File: src/rtl/note_pkg.sv
// rtl/note_pkg.sv - note codes, octave-4 frequency table, divisor rounding and duty codes
package note_pkg;

    typedef enum logic [3:0] {
        NOTE_C    = 4'd0,
        NOTE_CS   = 4'd1,
        NOTE_D    = 4'd2,
        NOTE_DS   = 4'd3,
        NOTE_E    = 4'd4,
        NOTE_F    = 4'd5,
        NOTE_FS   = 4'd6,
        NOTE_G    = 4'd7,
        NOTE_GS   = 4'd8,
        NOTE_A    = 4'd9,
        NOTE_AS   = 4'd10,
        NOTE_B    = 4'd11,
        NOTE_REST = 4'd12
    } note_e;

    typedef enum logic [1:0] {
        DUTY_50 = 2'd0,
        DUTY_25 = 2'd1,
        DUTY_12 = 2'd2,
        DUTY_75 = 2'd3
    } duty_e;

    localparam int unsigned NUM_NOTES = 12;

    // Octave-4 frequencies in centihertz, C..B
    localparam int unsigned FREQ_CHZ [NUM_NOTES] = '{
        26163, 27718, 29366, 31113, 32963, 34923,
        36999, 39200, 41530, 44000, 46616, 49388
    };

    function automatic longint unsigned round_div(input longint unsigned num,
                                                  input longint unsigned den);
        return (num + den / 2) / den;
    endfunction

    function automatic longint unsigned note_base_div(input longint unsigned clk_hz,
                                                      input int unsigned n);
        return round_div(clk_hz * 100, longint'(FREQ_CHZ[n]));
    endfunction

endpackage

File: src/rtl/note_div_rom.sv
// rtl/note_div_rom.sv - combinational {note, octave, duty} to divisor and high-time map
module note_div_rom #(
    parameter int unsigned CLK_HZ = 50_000_000,
    parameter int          CNT_W  = 28,
    parameter int          OCT_W  = 2
) (
    input  logic [3:0]       note,
    input  logic [OCT_W-1:0] octave,
    input  logic [1:0]       duty,
    output logic [CNT_W-1:0] div,
    output logic [CNT_W-1:0] high_time
);
    import note_pkg::*;

    // Codes 12..15 map to 0 so REST and out-of-range codes need no special decode
    localparam logic [CNT_W-1:0] BASE_DIV [16] = '{
        CNT_W'(note_base_div(CLK_HZ, 0)),  CNT_W'(note_base_div(CLK_HZ, 1)),
        CNT_W'(note_base_div(CLK_HZ, 2)),  CNT_W'(note_base_div(CLK_HZ, 3)),
        CNT_W'(note_base_div(CLK_HZ, 4)),  CNT_W'(note_base_div(CLK_HZ, 5)),
        CNT_W'(note_base_div(CLK_HZ, 6)),  CNT_W'(note_base_div(CLK_HZ, 7)),
        CNT_W'(note_base_div(CLK_HZ, 8)),  CNT_W'(note_base_div(CLK_HZ, 9)),
        CNT_W'(note_base_div(CLK_HZ, 10)), CNT_W'(note_base_div(CLK_HZ, 11)),
        '0, '0, '0, '0
    };

    always_comb begin
        div       = BASE_DIV[note] >> octave;
        high_time = div >> 1;
        case (duty)
            DUTY_25: high_time = div >> 2;
            DUTY_12: high_time = div >> 3;
            DUTY_75: high_time = div - (div >> 2);
            default: high_time = div >> 1;
        endcase
    end

endmodule

File: src/rtl/note_tone_gen.sv
// rtl/note_tone_gen.sv - glitch-free square-wave note generator; NOTE_TONE_DUTY_EN adds duty_sel
module note_tone_gen #(
    parameter int unsigned CLK_HZ = 50_000_000,
    parameter int          CNT_W  = 28,
    parameter int          OCT_W  = 2
) (
    input  logic             clock_in,
    input  logic             reset,
    input  logic             enable,
    input  logic             note_valid,
    output logic             note_ready,
    input  logic [3:0]       note_sel,
    input  logic [OCT_W-1:0] octave_sel,
`ifdef NOTE_TONE_DUTY_EN
    input  logic [1:0]       duty_sel,
`endif
    output logic             clock_out,
    output logic             period_tick
);
    import note_pkg::*;

    logic [3:0]       act_note, pend_note;
    logic [OCT_W-1:0] act_oct, pend_oct;
    logic [1:0]       act_duty, pend_duty, req_duty;
    logic             pending_full;
    logic [CNT_W-1:0] counter, div, high_time;
    logic             idle, boundary, transfer, apply;

`ifdef NOTE_TONE_DUTY_EN
    assign req_duty = duty_sel;
`else
    assign req_duty = DUTY_50;
`endif

    note_div_rom #(.CLK_HZ(CLK_HZ), .CNT_W(CNT_W), .OCT_W(OCT_W)) u_rom (
        .note      (act_note),
        .octave    (act_oct),
        .duty      (act_duty),
        .div       (div),
        .high_time (high_time)
    );

    assign idle       = !enable || (act_note >= NOTE_REST);
    assign boundary   = !idle && (counter == div - CNT_W'(1));
    assign note_ready = !pending_full;
    assign transfer   = note_valid && note_ready;
    // Transfer needs an empty slot, so a request can never be applied in its own cycle
    assign apply      = pending_full && (boundary || idle);

    always_ff @(posedge clock_in) begin
        if (reset) begin
            act_note     <= NOTE_REST;
            act_oct      <= '0;
            act_duty     <= DUTY_50;
            pend_note    <= NOTE_REST;
            pend_oct     <= '0;
            pend_duty    <= DUTY_50;
            pending_full <= 1'b0;
            counter      <= '0;
            clock_out    <= 1'b0;
            period_tick  <= 1'b0;
        end else begin
            if (transfer) begin
                pend_note    <= note_sel;
                pend_oct     <= octave_sel;
                pend_duty    <= req_duty;
                pending_full <= 1'b1;
            end
            if (apply) begin
                act_note     <= pend_note;
                act_oct      <= pend_oct;
                act_duty     <= pend_duty;
                pending_full <= 1'b0;
                counter      <= '0;
            end else if (idle || boundary) begin
                counter <= '0;
            end else begin
                counter <= counter + CNT_W'(1);
            end
            clock_out   <= !idle && (counter < high_time);
            period_tick <= boundary;
        end
    end

endmodule

File: config.mk
export PLATFORM = sky130hd
export DESIGN_NAME = note_tone_gen
export DESIGN_NICKNAME = d
export VERILOG_FILES = /design/src/rtl/note_pkg.sv /design/src/rtl/note_div_rom.sv /design/src/rtl/note_tone_gen.sv
export SDC_FILE = /design/constraint.sdc
export NUM_CORES = 1
export LEC_CHECK = 0
export ABC_AREA = 1
export BUFFER_PORTS_ARGS = -buffer_cell sky130_fd_sc_hd__buf_2
export CORE_MARGIN = 1
export CORE_UTILIZATION = 50
export DETAILED_ROUTE_END_ITERATION = 7
export PLACE_DENSITY_LB_ADDON = 0.2
export SETUP_SLACK_MARGIN = 0.4
export SLEW_MARGIN = 30
export SYNTH_ARGS = -nofsm -noshare
export SYNTH_HDL_FRONTEND = slang
export SYNTH_HIERARCHICAL = 1
export SYNTH_SLANG_ARGS = --single-unit
File: constraint.sdc
create_clock -name clock_in -period 8.7 [get_ports clock_in]
set_input_delay 0.435 -clock clock_in [delete_from_list [all_inputs] [get_ports clock_in]]
set_output_delay 0.435 -clock clock_in [all_outputs]
set_load 0.005 [all_outputs]
==> results.md <==
* Run status: completed
* Ratio of final minimum period to clock period at 51.9%
* Start of the worst register-to-register path: act_note[0]
* H-tree level count at 2
* Global route total overflow at 0
* Bufs on Longest Clock Path at 2
* Detail-routed net length per standard cell at 14.0 um
* Max Clock Skew at 0.00647 ns
* Vias post-DR at slightly above 7000
* Chip Width at approximately 120 um
* Number of max-slew violations in the final report at 0
* Final Wtd Congestion at between 0.9 and 1
* Mapped Area at 6810 sq um
* Area fraction in and, or, nand and nor cells after synthesis at 48.6%
* Largest fanout on the critical path at 12
* R2R Path End: act_note[3]
* Finish-stage setup viols at 0
* Number of hold buffers added after CTS at 0
* Most common cell on crit path: sky130_fd_sc_hd__nand2_1
* Number of remaining DRC errors at 0
* Via count of the first global-routing pass at 6347
* Fillers at 1412
* Final WS setup at between 4 and 5 ns
* Category of the worst setup path launch point: register
* Sequential element share of the synthesized area at 12.6%
* Start point of the critical path: act_note[0]
* Layout-stage area growth over the synthesis result at 4.35%
* Arrival time of data at the critical path endpoint at 4.66 ns
* Post_cts resized at 0
* Standard-cell rows at 42
* Register-to-register setup slack at 4.19 ns
* Fraction of final layout cells sized beyond drive strength 1 at a little over a tenth
* Arithmetic-cell share of the synthesized area counting full adders, half adders and majority gates at 9.66%
* Cell leakage power at 3.42 nW
* Post-Syn Area per Cell at 5.87 sq um
* Min-delay worst type: input pin to register
* # Post-CTS Setup Buffers at 0
* Cells traversed along the worst timing path: inv_1 > ha_1 > nand2_2 > inv_2 > nor2_1 > a21boi_0 > o21bai_1 > o21ai_0 > inv_1 > nor2_1 > nand2_1 > nor2_1 > nand3_1 > nand2_1 > nand2_1 > nand2_1 > nand2_1 > nor2_1 > nand3_1 > o21bai_2 > nand2_1 > nand2_1 > nand3_1
* Clock-pin slew on the worst setup and hold paths at 0.06 ns
* Shortest clock period the worst path allows after layout at 4.51 ns
* I/O pin total at 13
* Commonest non-fill, non-tap cell in the layout: sky130_fd_sc_hd__nand2_1
* Total power density per cell area at 188 nW/um^2
* Number of synthesized flops with an enable pin at 0
* Clock latency on the worst-skew pair at slightly below 0.3 ns
* TritonCTS buffer count at 5
* Share of cell area taken by muxes after synthesis at 0%
* Max Clock Freq at 0.221 GHz
* Gate count after technology mapping at 1161
* Largest net degree at the start of global routing at 35
* Max-Slew Margin vs Limit at 42.9%
* Final hold slack at 0.338 ns
* Xor-xnor portion of the synthesized cell area at 6.04%
* Ys async rst share at 0%
* Initial antenna violation count at 0
* Final antenna diode count at 0
* Number of warnings reported in the yosys synthesis log at 6
* Average vias per placed instance at around 5.4
* Total Die Area at 14100 sq um
* Number of max-capacitance violations reported at 0
* Main combinational cell family by area after synthesis: simple AND/OR/NAND/NOR gates
* Count of buffers from port buffering at 12
* Routed wire length at 18800 um
* Flip-flop and latch count after synthesis at 43
* Path type of the worst setup path: register to register
* Number of distinct library cells after synthesis at 57
* First-pass iteration count of the detailed router at 5
* Die H at ~120 um
* Final total negative setup slack at 0 ns
* Critical-path cell with the highest stage delay: sky130_fd_sc_hd__dfxtp_1
* Predominant post-synthesis flop cell: sky130_fd_sc_hd__dfxtp_1
* Overall Global Routing Usage at between 20% and 30%
* Cell chosen for the clock root: sky130_fd_sc_hd__clkbuf_16
* Area fraction in compound gates after synthesis at ~11%
* Wire length of the first global-routing pass at 31100 um
* Final count of hold timing violations at 0
* Peak supply drop at 0.169 mV
* Core Footprint at approximately 13000 sq um
* Endpoint of the worst setup timing path: act_note[3]
* DRT iter0 DRCs at between 700 and 800
* Final layout net count at 1223
* Commonest cells after routing, fill and taps aside: sky130_fd_sc_hd__nand2_1 (327), sky130_fd_sc_hd__inv_1 (142), sky130_fd_sc_hd__nand3_1 (111)
* Place WS at 4.32 ns
* Slew @ Worst Pin at 0.855 ns
* Antenna-violating nets left at 0
* Setup repair after global routing missed its margin: no
* Placed wire-length estimate after detailed placement at 15200 um
* Data required time at the worst endpoint at between 8 and 9 ns
* CTS tree: done
* Worst path max stage delay at 0.49 ns
* Total Power Consumption at approximately 1.3 mW
* Effective utilization at floorplan at 51.4%
* Number of cell instances on the worst register-to-register path at 23
* Clock Sinks at 43
* Kind of capture point of the worst setup path: register
## Yosys cell counts, types with 2 or more instances
cell type | instances | area [sq um]
sky130_fd_sc_hd__clkbuf_1 | 10 | 37.5
sky130_fd_sc_hd__nand3_2 | 11 | 110
sky130_fd_sc_hd__nor2_2 | 13 | 81.3
sky130_fd_sc_hd__nand2_2 | 39 | 244
sky130_fd_sc_hd__o2111ai_1 | 3 | 26.3
sky130_fd_sc_hd__o21ai_2 | 5 | 43.8
sky130_fd_sc_hd__or2_2 | 4 | 25.0
sky130_fd_sc_hd__ha_1 | 51 | 638
sky130_fd_sc_hd__inv_2 | 8 | 30.0
sky130_fd_sc_hd__buf_2 | 4 | 20.0
sky130_fd_sc_hd__buf_4 | 17 | 128
sky130_fd_sc_hd__nand3_1 | 111 | 556
sky130_fd_sc_hd__nor4_1 | 3 | 18.8
sky130_fd_sc_hd__clkinv_1 | 2 | 7.51
sky130_fd_sc_hd__dfxtp_1 | 43 | 861
sky130_fd_sc_hd__xor2_1 | 31 | 272
sky130_fd_sc_hd__nand3_4 | 2 | 35.0
sky130_fd_sc_hd__inv_1 | 142 | 533
sky130_fd_sc_hd__nor3_2 | 4 | 40.0
sky130_fd_sc_hd__nor2_4 | 3 | 33.8
sky130_fd_sc_hd__o21ai_1 | 6 | 30.0
sky130_fd_sc_hd__nand3b_1 | 9 | 67.6
sky130_fd_sc_hd__o21ai_0 | 42 | 210
sky130_fd_sc_hd__o21bai_1 | 5 | 37.5
sky130_fd_sc_hd__nand2_4 | 3 | 33.8
sky130_fd_sc_hd__a211oi_1 | 3 | 22.5
sky130_fd_sc_hd__conb_1 | 2 | 7.51
sky130_fd_sc_hd__buf_6 | 6 | 67.6
sky130_fd_sc_hd__nand2_1 | 327 | 1230
sky130_fd_sc_hd__xnor2_1 | 16 | 140
sky130_fd_sc_hd__nor2_1 | 110 | 413
sky130_fd_sc_hd__nor2_8 | 2 | 40.0
sky130_fd_sc_hd__a31oi_1 | 3 | 18.8
sky130_fd_sc_hd__nand4_1 | 27 | 169
sky130_fd_sc_hd__a21oi_1 | 44 | 220
sky130_fd_sc_hd__and3_1 | 5 | 31.3
sky130_fd_sc_hd__nor4_2 | 5 | 62.6
sky130_fd_sc_hd__o221ai_1 | 3 | 26.3
sky130_fd_sc_hd__nor3_1 | 19 | 95.1
## area by class of cell
type / instances / area (sq um) / share of cell area [%]
clock buffers: 6 / 129 / 1.81
clock inverters: 2 / 60.1 / 0.845
inverters: 153 / 577 / 8.12
multi-input cells: 943 / 5180 / 72.9
flip-flops and latches: 43 / 861 / 12.1
well taps: 176 / 220 / 3.10
repair buffers: 15 / 82.6 / 1.16
## flip-flops by register name, summed over array words and instances, names as in the netlist
register / count
pend_note: 4
clock_out: 1
period_tick: 1
pending_full: 1
counter: 28
pend_oct: 2
act_oct: 2
act_note: 4
## power by group
group          total, mW  leakage [nW]  internal, mW  switching, mW
combinational      0.885          2.98         0.283          0.602
clock              0.237        0.0911         0.164         0.0728
sequential         0.213         0.349         0.203         0.0103
total               1.34          3.42         0.651          0.685
## critical path, delay by kind of cell (launching register included)
kind	cells	cell delay, ns
buffers and inverters	3	0.53
DFF	1	0.49
adders and majority gates	1	0.41
and+or+nand+nor	15	1.64
AOI/OAI and AO/OA	4	1.29
## how the worst min path moves through the flow
stage	from	end	cells past startpoint
floorplan	pend_oct[0]	pend_oct[0]	2
detailed placement	pend_oct[1]	pend_oct[1]	2
global route	reset	clock_out	2
finish	reset	clock_out	2
global placement	pend_oct[1]	pend_oct[1]	2
CTS	reset	clock_out	2
## cell families (layout without fill, tap and decap cells)
group                    Yosys count  after routing
AND/OR/NAND/NOR                  701            701
buffers and inverters            191            176
AO/OA/AOI/OAI                    125            125
adder cells (fa/ha/maj)           52             52
XOR/XNOR                          47             47
flip-flops                        43             43
other                              2             18
## through the flow
step | util, % | instances | instance area (sq um)
finish | 53.7 | 1338 | 7110
global route | 53.7 | 1338 | 7110
CTS | 53.7 | 1338 | 7110
detailed placement | 52.2 | 1330 | 6920
global placement | 52.2 | 1330 | 6920
floorplan | - | 1177 | 6870
## layer usage
layer / vias up / share of wire (%) / track usage (%)
met3: 20 / 6.1 / 2.99
met2: 238 / 43 / 41.7
met1: 3186 / 50 / 39.6
li1: 3728 / - / -
met5: - / 0 / 0
met4: 0 / 1.1 / 6.33
Note: power is estimated with default switching activity, not from simulation.
